[src/rtl/knight_motion.sv]
// ---------------------------------------------------------------------------
// knight_motion
//
// Computes the knight sprite's centre position, animation status and facing
// once per video frame from decoded key levels. The results feed the player
// colour mapper directly.
//
// frame_clk (VGA vsync) is treated as an ordinary level in the Clk domain; its
// rising edge is detected here and every state update happens only on that
// one-Clk "tick". Outputs are registered, so they change one Clk after the
// frame_clk rise and hold steady between ticks.
//
// Ports:
//   Clk         in   system clock
//   Reset       in   synchronous, active-high reset
//   frame_clk   in   vsync level, rising edge marks a new frame
//   key_left    in   left key held
//   key_right   in   right key held
//   key_jump    in   jump key held
//   BallX       out  [9:0] knight centre X
//   BallY       out  [9:0] knight centre Y
//   Ball_sizeX  out  [9:0] sprite width (constant)
//   Ball_sizeY  out  [9:0] sprite height (constant)
//   BallStatus  out  [3:0] 0 idle, 1 walk, 2 jump, 3 fall
//   facing_left out  1 when the last horizontal move was to the left
// ---------------------------------------------------------------------------
module knight_motion #(
    parameter int X_START    = 320,
    parameter int Y_GROUND   = 400,
    parameter int Y_MIN      = 32,
    parameter int X_MIN      = 24,
    parameter int X_MAX      = 615,
    parameter int WALK_SPEED = 2,
    parameter int JUMP_V     = 12,
    parameter int GRAVITY    = 1,
    parameter int V_MAX      = 10,
    parameter int SIZE_X     = 50,
    parameter int SIZE_Y     = 64
) (
    input  logic       Clk,
    input  logic       Reset,
    input  logic       frame_clk,
    input  logic       key_left,
    input  logic       key_right,
    input  logic       key_jump,
    output logic [9:0] BallX,
    output logic [9:0] BallY,
    output logic [9:0] Ball_sizeX,
    output logic [9:0] Ball_sizeY,
    output logic [3:0] BallStatus,
    output logic       facing_left
);

    localparam logic [1:0] ST_IDLE = 2'd0;
    localparam logic [1:0] ST_WALK = 2'd1;
    localparam logic [1:0] ST_JUMP = 2'd2;
    localparam logic [1:0] ST_FALL = 2'd3;

    // Position arithmetic is done in signed 11 bits so a step below zero
    // cannot wrap around before the clamp sees it.
    localparam logic signed [10:0] X_MIN_S    = 11'(X_MIN);
    localparam logic signed [10:0] X_MAX_S    = 11'(X_MAX);
    localparam logic signed [10:0] Y_MIN_S    = 11'(Y_MIN);
    localparam logic signed [10:0] Y_GROUND_S = 11'(Y_GROUND);
    localparam logic signed [10:0] WALK_S     = 11'(WALK_SPEED);
    localparam logic signed [5:0]  JUMP_VY    = -6'(JUMP_V);
    localparam logic signed [5:0]  GRAVITY_S  = 6'(GRAVITY);
    localparam logic signed [5:0]  V_MAX_S    = 6'(V_MAX);

    logic              fc_q;
    logic              tick;
    logic [1:0]        state;
    logic [1:0]        state_next;
    logic signed [5:0] vy;
    logic signed [5:0] vy_next;
    logic signed [5:0] vy_inc;
    logic              jump_armed;
    logic              jump_armed_next;
    logic              move_left;
    logic              move_right;
    logic              moving;
    logic signed [10:0] x_step;
    logic signed [10:0] x_sum;
    logic [9:0]        x_next;
    logic signed [10:0] y_sum;
    logic [9:0]        y_next;
    logic              facing_next;

    assign tick = frame_clk & ~fc_q;

    assign move_right = key_right & ~key_left;
    assign move_left  = key_left & ~key_right;
    assign moving     = move_right | move_left;

    assign Ball_sizeX = 10'(SIZE_X);
    assign Ball_sizeY = 10'(SIZE_Y);
    assign BallStatus = {2'b00, state};

    // Horizontal motion applies in every state, including mid-air.
    always_comb begin
        x_step = 11'sd0;
        if (move_right) begin
            x_step = WALK_S;
        end else if (move_left) begin
            x_step = -WALK_S;
        end
        x_sum = $signed({1'b0, BallX}) + x_step;
        if (x_sum < X_MIN_S) begin
            x_next = X_MIN_S[9:0];
        end else if (x_sum > X_MAX_S) begin
            x_next = X_MAX_S[9:0];
        end else begin
            x_next = x_sum[9:0];
        end

        facing_next = facing_left;
        if (move_left) begin
            facing_next = 1'b1;
        end else if (move_right) begin
            facing_next = 1'b0;
        end
    end

    // Vertical motion and status. Releasing jump re-arms it, so holding the
    // key produces a single jump; landing never launches on the same tick.
    always_comb begin
        state_next      = state;
        vy_next         = vy;
        y_next          = BallY;
        jump_armed_next = jump_armed | ~key_jump;
        vy_inc          = vy + GRAVITY_S;
        y_sum           = $signed({1'b0, BallY}) + 11'(vy);

        case (state)
            ST_IDLE, ST_WALK: begin
                if (key_jump && jump_armed) begin
                    state_next      = ST_JUMP;
                    vy_next         = JUMP_VY;
                    jump_armed_next = 1'b0;
                end else begin
                    state_next = moving ? ST_WALK : ST_IDLE;
                end
            end
            ST_JUMP: begin
                if (y_sum < Y_MIN_S) begin
                    y_next     = Y_MIN_S[9:0];
                    vy_next    = 6'sd0;
                    state_next = ST_FALL;
                end else begin
                    y_next  = y_sum[9:0];
                    vy_next = vy_inc;
                    if (!vy_inc[5]) begin
                        state_next = ST_FALL;
                    end
                end
            end
            ST_FALL: begin
                if (y_sum >= Y_GROUND_S) begin
                    y_next     = Y_GROUND_S[9:0];
                    vy_next    = 6'sd0;
                    state_next = moving ? ST_WALK : ST_IDLE;
                end else begin
                    y_next  = y_sum[9:0];
                    vy_next = (vy_inc > V_MAX_S) ? V_MAX_S : vy_inc;
                end
            end
            default: begin
                state_next = ST_IDLE;
            end
        endcase
    end

    // All state advances only on the frame tick; reset wins over a
    // coincident tick and also clears the edge detector.
    always_ff @(posedge Clk) begin
        if (Reset) begin
            fc_q        <= 1'b0;
            BallX       <= 10'(X_START);
            BallY       <= 10'(Y_GROUND);
            state       <= ST_IDLE;
            facing_left <= 1'b0;
            vy          <= 6'sd0;
            jump_armed  <= 1'b0;
        end else begin
            fc_q <= frame_clk;
            if (tick) begin
                BallX       <= x_next;
                BallY       <= y_next;
                state       <= state_next;
                facing_left <= facing_next;
                vy          <= vy_next;
                jump_armed  <= jump_armed_next;
            end
        end
    end

endmodule

[config.mk]
export PLATFORM = sky130hd
export DESIGN_NAME = knight_motion
export DESIGN_NICKNAME = d
export VERILOG_FILES = /design/src/rtl/knight_motion.sv
export SDC_FILE = /design/constraint.sdc
export NUM_CORES = 1
export LEC_CHECK = 0
export CAP_MARGIN = 20
export CORE_ASPECT_RATIO = 1.75
export CORE_MARGIN = 5
export CORE_UTILIZATION = 40
export CTS_CLUSTER_DIAMETER = 120
export DETAILED_ROUTE_END_ITERATION = 12
export PLACE_DENSITY = 0.66
export SLEW_MARGIN = 15
export SYNTH_ARGS = -nofsm -noshare
export SYNTH_HDL_FRONTEND = slang
export SYNTH_SLANG_ARGS = --single-unit
[constraint.sdc]
create_clock -name Clk -period 3.5 [get_ports Clk]
set_input_delay 0.875 -clock Clk [delete_from_list [all_inputs] [get_ports Clk]]
set_output_delay 0.875 -clock Clk [all_outputs]
set_load 0.05 [all_outputs]
Yosys cells after proc, flatten, opt, wreduce, memory -nomap -nowiden
Index checks and enable logic that the tools add are counted.
Cells by class
  reduce and logical (&&, ||, !) cells: 9
  add/subtract/negate cells: 3
  bitwise gates (word level): 9
  $lt $le $gt $ge: 5
  muxes and demuxes: 22
  eq/ne operators: 6
Operator list (number)
  10-bit 2-to-1 mux: 4
  6-bit 2-to-1 mux: 4
  11-bit 2-to-1 mux: 2
  10-bit case mux with 2 select lines: 1
  6-bit case mux with 3 select lines: 1
  11-bit adder: 1
  11-bit by 6-bit adder with 11-bit output: 1
  11-bit by 10-bit greater-or-equal comparator with 1-bit output, second input constant: 1
  11-bit > comparator, second input constant: 1
  11-bit by 6-bit < comparator with 1-bit output, second input constant: 1
  11-bit by 7-bit < comparator with 1-bit output, second input constant: 1
  2-bit 2-to-1 mux: 4
  6-bit by 2-bit adder with 6-bit output, second input constant: 1
  6-bit by 5-bit > comparator with 1-bit output, second input constant: 1
  2-bit case mux with 3 select lines: 1
  2-bit AND reduction: 3
  1-bit 2-to-1 mux: 5
  2-bit equality test, second input constant: 2
  2-bit != test, second input constant: 2
  1-bit NOT: 4
  2-bit nonzero test: 2
  1-bit AND: 3
  3-bit != test, second input constant: 1
  3-bit AND reduction: 1
  5 further kinds: 6
Storage, ports and cells
  logic and storage cells: 61
  register bits: 31
  output and inout port bits: 45

Depth between registers and ports, before layout
Gate-level depths: netlist of the first run.
  depth in word-level cells: 8
  gate-level depth with buffers: 14

Worst setup path before layout of the first run
Ideal clock, no wire load.
  path type: in2reg
  from: input port key_right
  to: register BallX[1]
  setup time: 0.069 ns
  cell stages on the path: 14
  slack: -0.275 ns
  path buffers: 2
  arrival time: 3.706 ns
  required time: 3.431 ns
  cells stage by stage: inv_1 -> ha_1 -> clkbuf_1 -> buf_2 -> xor2_1 -> ha_1 -> or4_1 -> o221ai_1 -> o311ai_0 -> o21ai_0 -> xor2_1 -> o31ai_1 -> or3_1 -> o21ai_1
Between the ends
  word-level cells in the longest chain between the ends: 8
  elaborated cells between the ends (all ways): 10
  those cells by class: 1 x add/sub; 2 x order compare; 4 x mux; 3 x bitwise
RTL lines
  start, declared: RTL line 44  | input logic key_right,
  1-bit NOT: RTL line 92  | assign move_left = key_left & ~key_right;
  1-bit AND: RTL line 92
  11-bit 2-to-1 mux: RTL line 104  | end else if (move_left) begin
  11-bit 2-to-1 mux *: RTL line 102  | if (move_right) begin
  11-bit adder *: RTL line 107  | x_sum = $signed({1'b0, BallX}) + x_step;
  11-bit > comparator: RTL line 110  | end else if (x_sum > X_MAX_S) begin
  10-bit 2-to-1 mux: RTL line 110
  10-bit 2-to-1 mux *: RTL line 108  | if (x_sum < X_MIN_S) begin
  end signal, assigned: RTL line 178  | BallX <= 10'(X_START);
  end signal, assigned: RTL line 187  | BallX <= x_next;
  end, declared: RTL line 46  | output logic [9:0] BallX,
Every way passes the cells marked *; elsewhere a longest branch is shown, timed or not.
A chain may end at the register's enable or synchronous reset.

Worst setup path after layout of the first run
  from: input port key_right
  to: register BallX[4]
Same word-level chain as after synthesis.

==> results.cfg, run 1 <==
[timing]
setup_viol = 0
hold_viol = 0
rsz0062_at_grt = no
fin_skew_ns = 0.00211
max_freq_mhz = 294
period_share = 0.971
fin_tns_setup_ns = 0
drv_slew = 0
min_period_ns = 3.40
worst_pin_slew_ns = 0.776
worst_slack_ns = 0.100
whs_ns = 0.478
relSlewSlack = 0.477

[setup_path]
cp-start-kind = input pin
critPathMaxFanout = 6
r2r_setup_slack_ns = 0.29
rr_worst_depth = 10
criticalPathCategory = input pin to flip-flop
cp.required_ns = 3.71
cp.arrival_ns = 3.61
cp-end-kind = flip-flop

[finish]
final_area_um2 = 3440
diodes = 0
nets = 421
syn_to_final_growth_pct = 27.9
drive_gt1_frac = 0.178
fill_cells = 663

[global_route]
grt_first_pass_wirelength_um = 12500
grt_max_degree = 22
grt_pass1_vias = 2653
grt_use_total = 0.177
antenna_found_initial = 0
grt_overflow_total = 0

[clock_tree]
cts.sinks = 31
clockBufferDepth = 2
cts_tree = yes
path_clk_slew_ns = 0.05
clockRootBuffer = clkbuf_16
h-tree-depth = 2
numCtsBuffers = 5
insertion_delay_ns = 0.27

[synth]
synth_cells = 349
seq_area_frac_synth = 0.231
synth_edf_count = 0
synth_cell_types = 65
synth_seq_cells = 31
syn_area_um2 = 2690
yosys_warnings = 0
async_flop_share = 0
synthFlopType = dfxtp_1
synth.avg_cell_area_um2 = 7.70

[power_and_ir_drop]
p_total_mw = 1.22
ir_drop_uv = 229
pwr-share-seq = 0.328
power_density_nw_per_um2 = 355
combPwrFrac = 0.324
switching_share = 0.347
p_sw_mw = 0.424
clockPowerShare = 0.349
p_leak_nw = 1.46
intPower_mw = 0.796

[drt]
remaining_drc_errors = 0
num_vias = 2656
routed_via_density = 5.53
firstDrtPassIters = 4
drtIter0Drc = 108
drtAntennaViolNets = 0
wire_per_inst_um = 15.5
drt_wl_total_um = 7460

[hold_path]
holdPathStages = 2
worst_hold_path_type = flip-flop to flip-flop

[placed_design]
gp_congestion = 0.869
port_buffers = 28
placed_area_um2 = 3140
place_ws_ns = -0.608
dp_hpwl_um = 5640

[floorplan]
die_h_um = 118
ios = 51
start_util = 0.411
core_area_um2 = 6540
die_w_um = 72.0
dieArea_um2 = 8520
rows = 39

[status]
status = finished, final reports clean

[flow_run]
maxCapViolations = 0
==> cells in the mapped netlist (all sizes together) (2+ instances only) <==
master / count / area, µm²
a21oi: 29 / 145
a31oi: 2 / 12.5
a41o: 2 / 20.0
a221oi: 5 / 50.0
xor2: 10 / 87.6
o21ai: 23 / 115
o31a: 2 / 17.5
nand3: 15 / 75.1
nor2: 21 / 78.8
nor3: 10 / 50.1
xnor2: 13 / 114
o31ai: 4 / 30.0
a211o: 3 / 26.3
o221ai: 2 / 17.5
nand2b: 7 / 43.8
a22o: 6 / 52.6
and2: 4 / 25.0
conb: 2 / 7.51
inv: 12 / 45.0
mux2i: 2 / 20.0
a211oi: 6 / 45.0
clkbuf: 15 / 56.3
buf: 25 / 178
o2111ai: 2 / 17.5
a21o: 5 / 37.5
nand2: 23 / 86.3
a221o: 2 / 20.0
o211ai: 2 / 15.0
o21bai: 2 / 15.0
o41ai: 2 / 17.5
or3: 5 / 31.3
or3b: 2 / 17.5
o22ai: 2 / 12.5
or2: 5 / 31.3
ha: 16 / 200
nor2b: 6 / 37.5
a22oi: 2 / 15.0
dfxtp: 31 / 621
and3b: 2 / 17.5
==> sequential cells by signal (all words and copies together), names as in the netlist <==
register / cells
BallX: 10
BallY: 10
facing_left: 1
fc_q: 1
jump_armed: 1
state: 2
vy: 6
==> worst paths after layout <==
| kind | start | endpoint |
|---|---|---|
| setup / recovery | key_right | BallX[4]$_SDFFE_PP0P_ |
| hold reg to reg | BallY[9]$_SDFFE_PP0P_ | BallY[9]$_SDFFE_PP0P_ |
| hold / removal | BallY[9]$_SDFFE_PP0P_ | BallY[9]$_SDFFE_PP0P_ |
| setup reg to reg | vy[0]$_SDFFE_PP0P_ | BallY[2]$_SDFFE_PP0P_ |
==> per-layer routing <==
| layer | share of wire | global-route usage | routed length (µm) | up-vias |
|---|---|---|---|---|
| li1 | - | - | - | 1318 |
| met1 | 0.38 | 0.181 | 2800 | 1265 |
| met2 | 0.57 | 0.350 | 4230 | 57 |
| met3 | 0.029 | 0.0229 | 216 | 16 |
| met4 | 0.028 | 0.0624 | 208 | 0 |
| met5 | 0 | 0 | 0 | - |
==> cells by family after synthesis <==
family | count (synthesis) | synth area share
buffers and inverters | 53 | 0.105
and+or+nand+nor | 108 | 0.210
xor gates and xnor gates | 23 | 0.0750
AOI/OAI and AO/OA | 113 | 0.287
adders and majority gates | 17 | 0.0819
muxes | 2 | 0.00745
other | 2 | 0.00279
DFF | 31 | 0.231
==> critical path, cell delays in order <==
cell     delay [ns]
buf_6          0.09
inv_4          0.06
buf_6          0.09
ha_4           0.14
or3b_4         0.39
or3_4          0.38
a21bo_1        0.22
or3_1          0.35
a211o_1        0.36
o211a_4        0.29
or2_1          0.24
a21oi_2        0.12
==> final cells by class <==
cell class,instances,area (µm²),area share
multi-input cells,285,1980,0.576
flip-flops and latches,31,621,0.181
repair buffers,62,539,0.157
clock buffers,6,139,0.0404
well taps,82,103,0.0299
inverters,13,51.3,0.0149
clock inverters,1,5.00,0.00146
==> power by group through the flow <==
stage	sequential, mW	combinational, mW	clock [mW]
6_report	0.400	0.395	0.425
5_1_grt	0.403	0.425	0.448
4_1_cts	0.398	0.375	0.435
3_5_place_dp	0.404	0.355	0
3_3_place_gp	0.405	0.352	0
2_1_floorplan	0.434	0.243	0
==> stage by stage <==
stage / util / instances
final: 0.526 / 480
after global routing: 0.526 / 480
after CTS: 0.515 / 475
after detailed placement: 0.480 / 467
after global placement: 0.480 / 467
after floorplan: - / 369
==> cell usage in the layout (no fill, tap or decap), drive strengths merged, types with 12 or more instances in the layout <==
| cell | instances |
|---|---|
| nand2 | 23 |
| clkdlybuf4s50 | 26 |
| ha | 16 |
| a21oi | 29 |
| dfxtp | 31 |
| nor2 | 21 |
| xnor2 | 13 |
| buf | 35 |
| nand3 | 15 |
| inv | 12 |
| o21ai | 23 |
| conb | 22 |
==> what timing repair did <==
item | in CTS | in global routing
gates resized for setup | 16 | 14
setup buffers | 1 | 5
pin swaps | 10 | 11
hold buffers | 0 | 0
endpoints found under the setup margin | 8 | 9
No activity file was read; power rests on OpenSTA's default activity.
==> run 2: changes to the inputs <==
PLACE_DENSITY = 0.63   (was 0.66)
clock period = 3.2 ns   (was 3.5 ns; I/O delays follow)
==> run 2 against run 1 <==
Net effect:
- the flow now finishes with violations (setup timing)
- via count increased by 3.3%
- critical path depth increased by 2
- worst hold slack got worse by 0.0055 ns
- register-to-register slack got worse by 0.14 ns
- sequential share of layout area decreased by 1.3 points
- total power increased by 11%
- clock-buffer cell count increased by 1
==> results.cfg, run 2 (same netlist as run 1, synthesis figures left out) <==
[setup_path]
crit_buf_inv = 4
cp-start-kind = input pin
critical_path.top_delay_family = compound AO/OA/AOI/OAI gates
criticalPathCategory = input pin to flip-flop
rr_worst_depth = 11
path_cells = buf_8 -> inv_12 -> ha_4 -> inv_4 -> ha_4 -> buf_6 -> and3b_2 -> o2111ai_2 -> a21bo_1 -> or3_1 -> a211o_1 -> o211a_4 -> or2_1 -> a21oi_2
crit_top_cell = ha_4
critPathMaxStageDelay_ns = 0.32
critPathMaxFanout = 7
cp.required_ns = 3.41
cp.arrival_ns = 3.43
cp_num_cells = 14
cpMaxStageDelayCell = a211o_1
cp-end-kind = flip-flop

[clock_tree]
cts_hold_buf = 0
clockBufferDepth = 2
path_clk_slew_ns = 0.05
insertion_delay_ns = 0.27
numCtsBuffers = 5
h-tree-depth = 2
clockRootBuffer = clkbuf_16
cts.sinks = 31
cts_tree = yes

[finish]
nets = 432
final_area_um2 = 3700
final_cell_mix = buf_4, dfxtp_1, a21oi_1
final_common_cell = buf_4
top_regs = BallX (10), BallY (10), vy (6)
drive_gt1_frac = 0.246
diodes = 0
syn_to_final_growth_pct = 37.7

[floorplan]
die_h_um = 118
rows = 39
dieArea_um2 = 8520
die_w_um = 72.0
start_util = 0.411
core_area_um2 = 6540
ios = 51

[drt]
num_vias = 2743
routed_via_density = 5.58
drt_wl_total_um = 7680
firstDrtPassIters = 4
drtIter0Drc = 158
remaining_drc_errors = 0
wire_per_inst_um = 15.6
drtAntennaViolNets = 0

[global_route]
grt_pass1_vias = 2815
grt_max_degree = 21
antenna_found_initial = 0
grt_use_total = 0.185
grt_first_pass_wirelength_um = 13000
grt_overflow_total = 0

[power_and_ir_drop]
p_total_mw = 1.36
ir_drop_uv = 303
p_leak_nw = 1.57
power_density_nw_per_um2 = 366

[timing]
drv_slew = 0
setup_viol = 2
hold_viol = 0
min_period_ns = 3.22
worst_slack_ns = -0.0217
worst_pin_slew_ns = 0.766
period_share = 1.01
whs_ns = 0.473
fin_tns_setup_ns = -0.0218
fin_skew_ns = 0.00290
relSlewSlack = 0.484
rsz0062_at_grt = yes
max_freq_mhz = 310

[flow_run]
maxCapViolations = 0

[placed_design]
gp_congestion = 0.867
placed_area_um2 = 3200
dp_hpwl_um = 5690
place_ws_ns = -0.857
port_buffers = 28

[status]
violations = setup timing
status = finished with violations

[hold_path]
holdPathStages = 2
worst_hold_path_type = flip-flop to flip-flop
-- run 2: cell types whose count changed in the layout (fill, tap and decap cells not counted), sizes merged --
cell,previous run,this run
buf,35,47
-- run 2: timing repair --
item / CTS / global route
setup buffers: 6 / 6
endpoints found under the hold margin: 0 / 0
gates resized for setup: 37 / 29
pin swaps: 21 / 13
endpoints found under the setup margin: 10 / 21
-- run 2: final timing paths --
check,slack [ns],to,from
worst max register to register,0.15,state[0]$_SDFFE_PP0P_,BallY[0]$_SDFFE_PP0P_
worst min-delay path,0.47,jump_armed$_SDFFE_PP0P_,jump_armed$_SDFFE_PP0P_
worst min register to register,0.47,jump_armed$_SDFFE_PP0P_,jump_armed$_SDFFE_PP0P_
worst max-delay path,-0.02,BallX[3]$_SDFFE_PP0P_,key_right
-- run 2: area by class of cell --
cell class	instances	area, µm²
clock inverters	1	5.00
inverters	13	63.8
fillers	611	2840
clock buffers	7	133
flip-flops and latches	31	622
repair buffers	73	643
multi-input cells	285	2130
well taps	82	103
-- run 2: routing by layer --
metal,GRT usage,share of wire,vias to the layer above
li1,-,-,1347
met1,0.185,0.35,1289
met2,0.355,0.57,76
met3,0.0238,0.034,31
met4,0.0953,0.045,0
met5,0,0,-
-- run 2: stage by stage --
stage,util,instances
2_1_floorplan,-,369
3_3_place_gp,0.489,472
3_5_place_dp,0.489,472
4_1_cts,0.539,486
5_1_grt,0.566,492
6_report,0.566,492
-- run 2: power breakdown --
part	switching, mW	leakage (nW)	internal (mW)
Sequential	0.0406	0.253	0.404
Clock	0.157	0.0679	0.287
Combinational	0.281	1.25	0.187
Total	0.478	1.57	0.878
-- run 2: worst register-to-register path, stage by stage, from the launching register on --
cell      delay [ns]
dfxtp_2         0.32
ha_1            0.23
fa_1            0.42
a21o_1          0.22
a221oi_4        0.31
buf_4           0.17
xnor2_2         0.12
nor3_1          0.09
o31a_1          0.33
o21ba_4         0.27
a211o_1         0.23
a31o_2          0.24
==> run 3: changes to the inputs <==
GPL_TIMING_DRIVEN = 0   (was not set)
==> run 3 against run 2 <==
Net effect:
- the run still ends with setup timing left
- core utilization up 1.3 points
- critical path type unchanged
- clock power up 3%
- largest cell class unchanged
- global-route usage down 0.28 points
- sequential share of layout area down 0.31 points
- critical endpoint is now BallX[4]$_SDFFE_PP0P_
- flip-flop and latch count unchanged
- largest power group unchanged
- highest routed layer unchanged
==> results.cfg, run 3 (same netlist as run 1, synthesis figures left out) <==
[hold_path]
worst_hold_path_type = flip-flop to flip-flop
holdPathEnd = jump_armed$_SDFFE_PP0P_
holdPathStages = 2
min_from = jump_armed$_SDFFE_PP0P_

[timing]
drv_slew = 0
setup_viol = 6
worst_slack_ns = -0.0595
hold_viol = 0
relSlewSlack = 0.485
rsz0062_at_grt = yes
worst_pin_slew_ns = 0.765
min_period_ns = 3.26
period_share = 1.02
max_freq_mhz = 307
fin_skew_ns = 0.00304

[floorplan]
die_w_um = 72.0
start_util = 0.411
core_area_um2 = 6540
dieArea_um2 = 8520
ios = 51
rows = 39
die_h_um = 118

[power_and_ir_drop]
p_leak_nw = 1.57
p_total_mw = 1.37
power_density_nw_per_um2 = 363
ir_drop_uv = 243

[clock_tree]
cts_tree = yes
clockRootBuffer = clkbuf_16
numCtsBuffers = 5
cts.sinks = 31
h-tree-depth = 2
path_clk_slew_ns = 0.05
clockBufferDepth = 2
insertion_delay_ns = 0.28

[finish]
drive_gt1_frac = 0.239
nets = 441
multi_input_area_um2 = 2180
diodes = 0
final_cell_mix = buf_4, dfxtp_1, a21oi_1
top_regs = BallX (10), BallY (10), vy (6)
fill_cells = 632
syn_to_final_growth_pct = 40.9
final_common_cell = buf_4
final_area_um2 = 3790
seqCellArea_um2 = 624

[setup_path]
cp-end-kind = flip-flop
criticalPathCategory = input pin to flip-flop
critPathMaxFanout = 6
r2r_end = state[0]$_SDFFE_PP0P_
cpMaxStageDelayCell = or3b_4
cp-start-kind = input pin
critPathMaxStageDelay_ns = 0.37
r2r_start = vy[0]$_SDFFE_PP0P_
rr_worst_depth = 10
path_cells = buf_8 -> inv_12 -> ha_4 -> buf_6 -> or3b_4 -> or3_4 -> a21bo_1 -> or3_1 -> a211o_1 -> o31ai_4 -> buf_4 -> nor2_2 -> a21oi_1
cp.arrival_ns = 3.47
r2r_setup_slack_ns = 0.14
cp.required_ns = 3.41

[global_route]
grt_pass1_vias = 2709
antenna_found_initial = 0
grt_first_pass_wirelength_um = 12700
grt_overflow_total = 0
grt_max_degree = 11
grt_use_total = 0.182

[drt]
routed_via_density = 5.49
num_vias = 2750
firstDrtPassIters = 4
drtAntennaViolNets = 0
wire_per_inst_um = 15.8
drtIter0Drc = 142
remaining_drc_errors = 0
drt_wl_total_um = 7940

[status]
status = finished with violations
violations = setup timing

[placed_design]
placed_area_um2 = 3200
port_buffers = 28
dp_hpwl_um = 5860
gp_congestion = 0.866

[flow_run]
maxCapViolations = 0
==> run 3: cell types whose count changed in the layout (fill, tap and decap cells not counted), moves of 2 or more <==
cell      before  now
clkbuf_1       2   15
xnor2_2        4    2
a221oi_1       3    1
dfxtp_2        1    3
dfxtp_1       30   28
buf_6          6    4
buf_4         40   34
==> run 3: metrics by stage <==
step	instances	setup TNS (ns)	hold slack [ns]	setup WS [ns]	util
floorplan	369	-0.532	0.445	-0.112	-
global placement	479	-13.11	0.453	-1.31	0.490
detailed placement	479	-14.40	0.472	-1.36	0.490
CTS	491	-0.218	0.479	-0.0762	0.551
global route	501	-0.721	0.510	-0.124	0.579
finish	501	-0.204	0.471	-0.0595	0.579
==> run 3: where the power goes <==
| part | internal, mW | leakage (nW) | switching [mW] |
|---|---|---|---|
| combinational | 0.187 | 1.25 | 0.308 |
| clock | 0.287 | 0.0679 | 0.171 |
| sequential | 0.404 | 0.254 | 0.0183 |
==> run 3: worst max-delay path: cells and delay by family <==
kind	cells	cell delay, ns
buffers and inverters	4	0.45
adders and majority gates	1	0.13
and+or+nand+nor	4	1.06
AOI/OAI and AO/OA	4	1.02
==> run 3: layout make-up <==
type | count | share of cell area
repair buffers | 44 | 0.114
well taps | 82 | 0.0271
clock buffers | 7 | 0.0350
clock inverters | 1 | 0.00132
multi-input cells | 285 | 0.576
inverters | 13 | 0.0169
flip-flops and latches | 31 | 0.165
plain buffers | 38 | 0.0654
==> run 3: metal layers <==
metal	GRT usage	vias up	share of wire
met3	0.0221	22	0.031
li1	-	1364	-
met4	0.0729	0	0.033
met5	0	-	0
met2	0.369	69	0.58
met1	0.175	1295	0.36
==> run 3: worst max path at each step <==
stage	start	endpoint	slack [ns]
finish	key_right	BallX[4]$_SDFFE_PP0P_	-0.06
global route	key_right	BallX[3]$_SDFFE_PP0P_	-0.12
CTS	key_right	BallX[5]$_SDFFE_PP0P_	-0.08
detailed placement	key_right	BallX[2]$_SDFFE_PP0P_	-1.36
global placement	key_right	BallX[5]$_SDFFE_PP0P_	-1.31
floorplan	key_right	BallX[5]$_SDFFE_PP0P_	-0.11
==> run 3: timing repair <==
action,CTS,global route
resized for setup,49,24
hold buffers,0,0
setup buffers,5,11
pin swaps,11,21
setup endpoints to repair,25,20
cloned,0,0
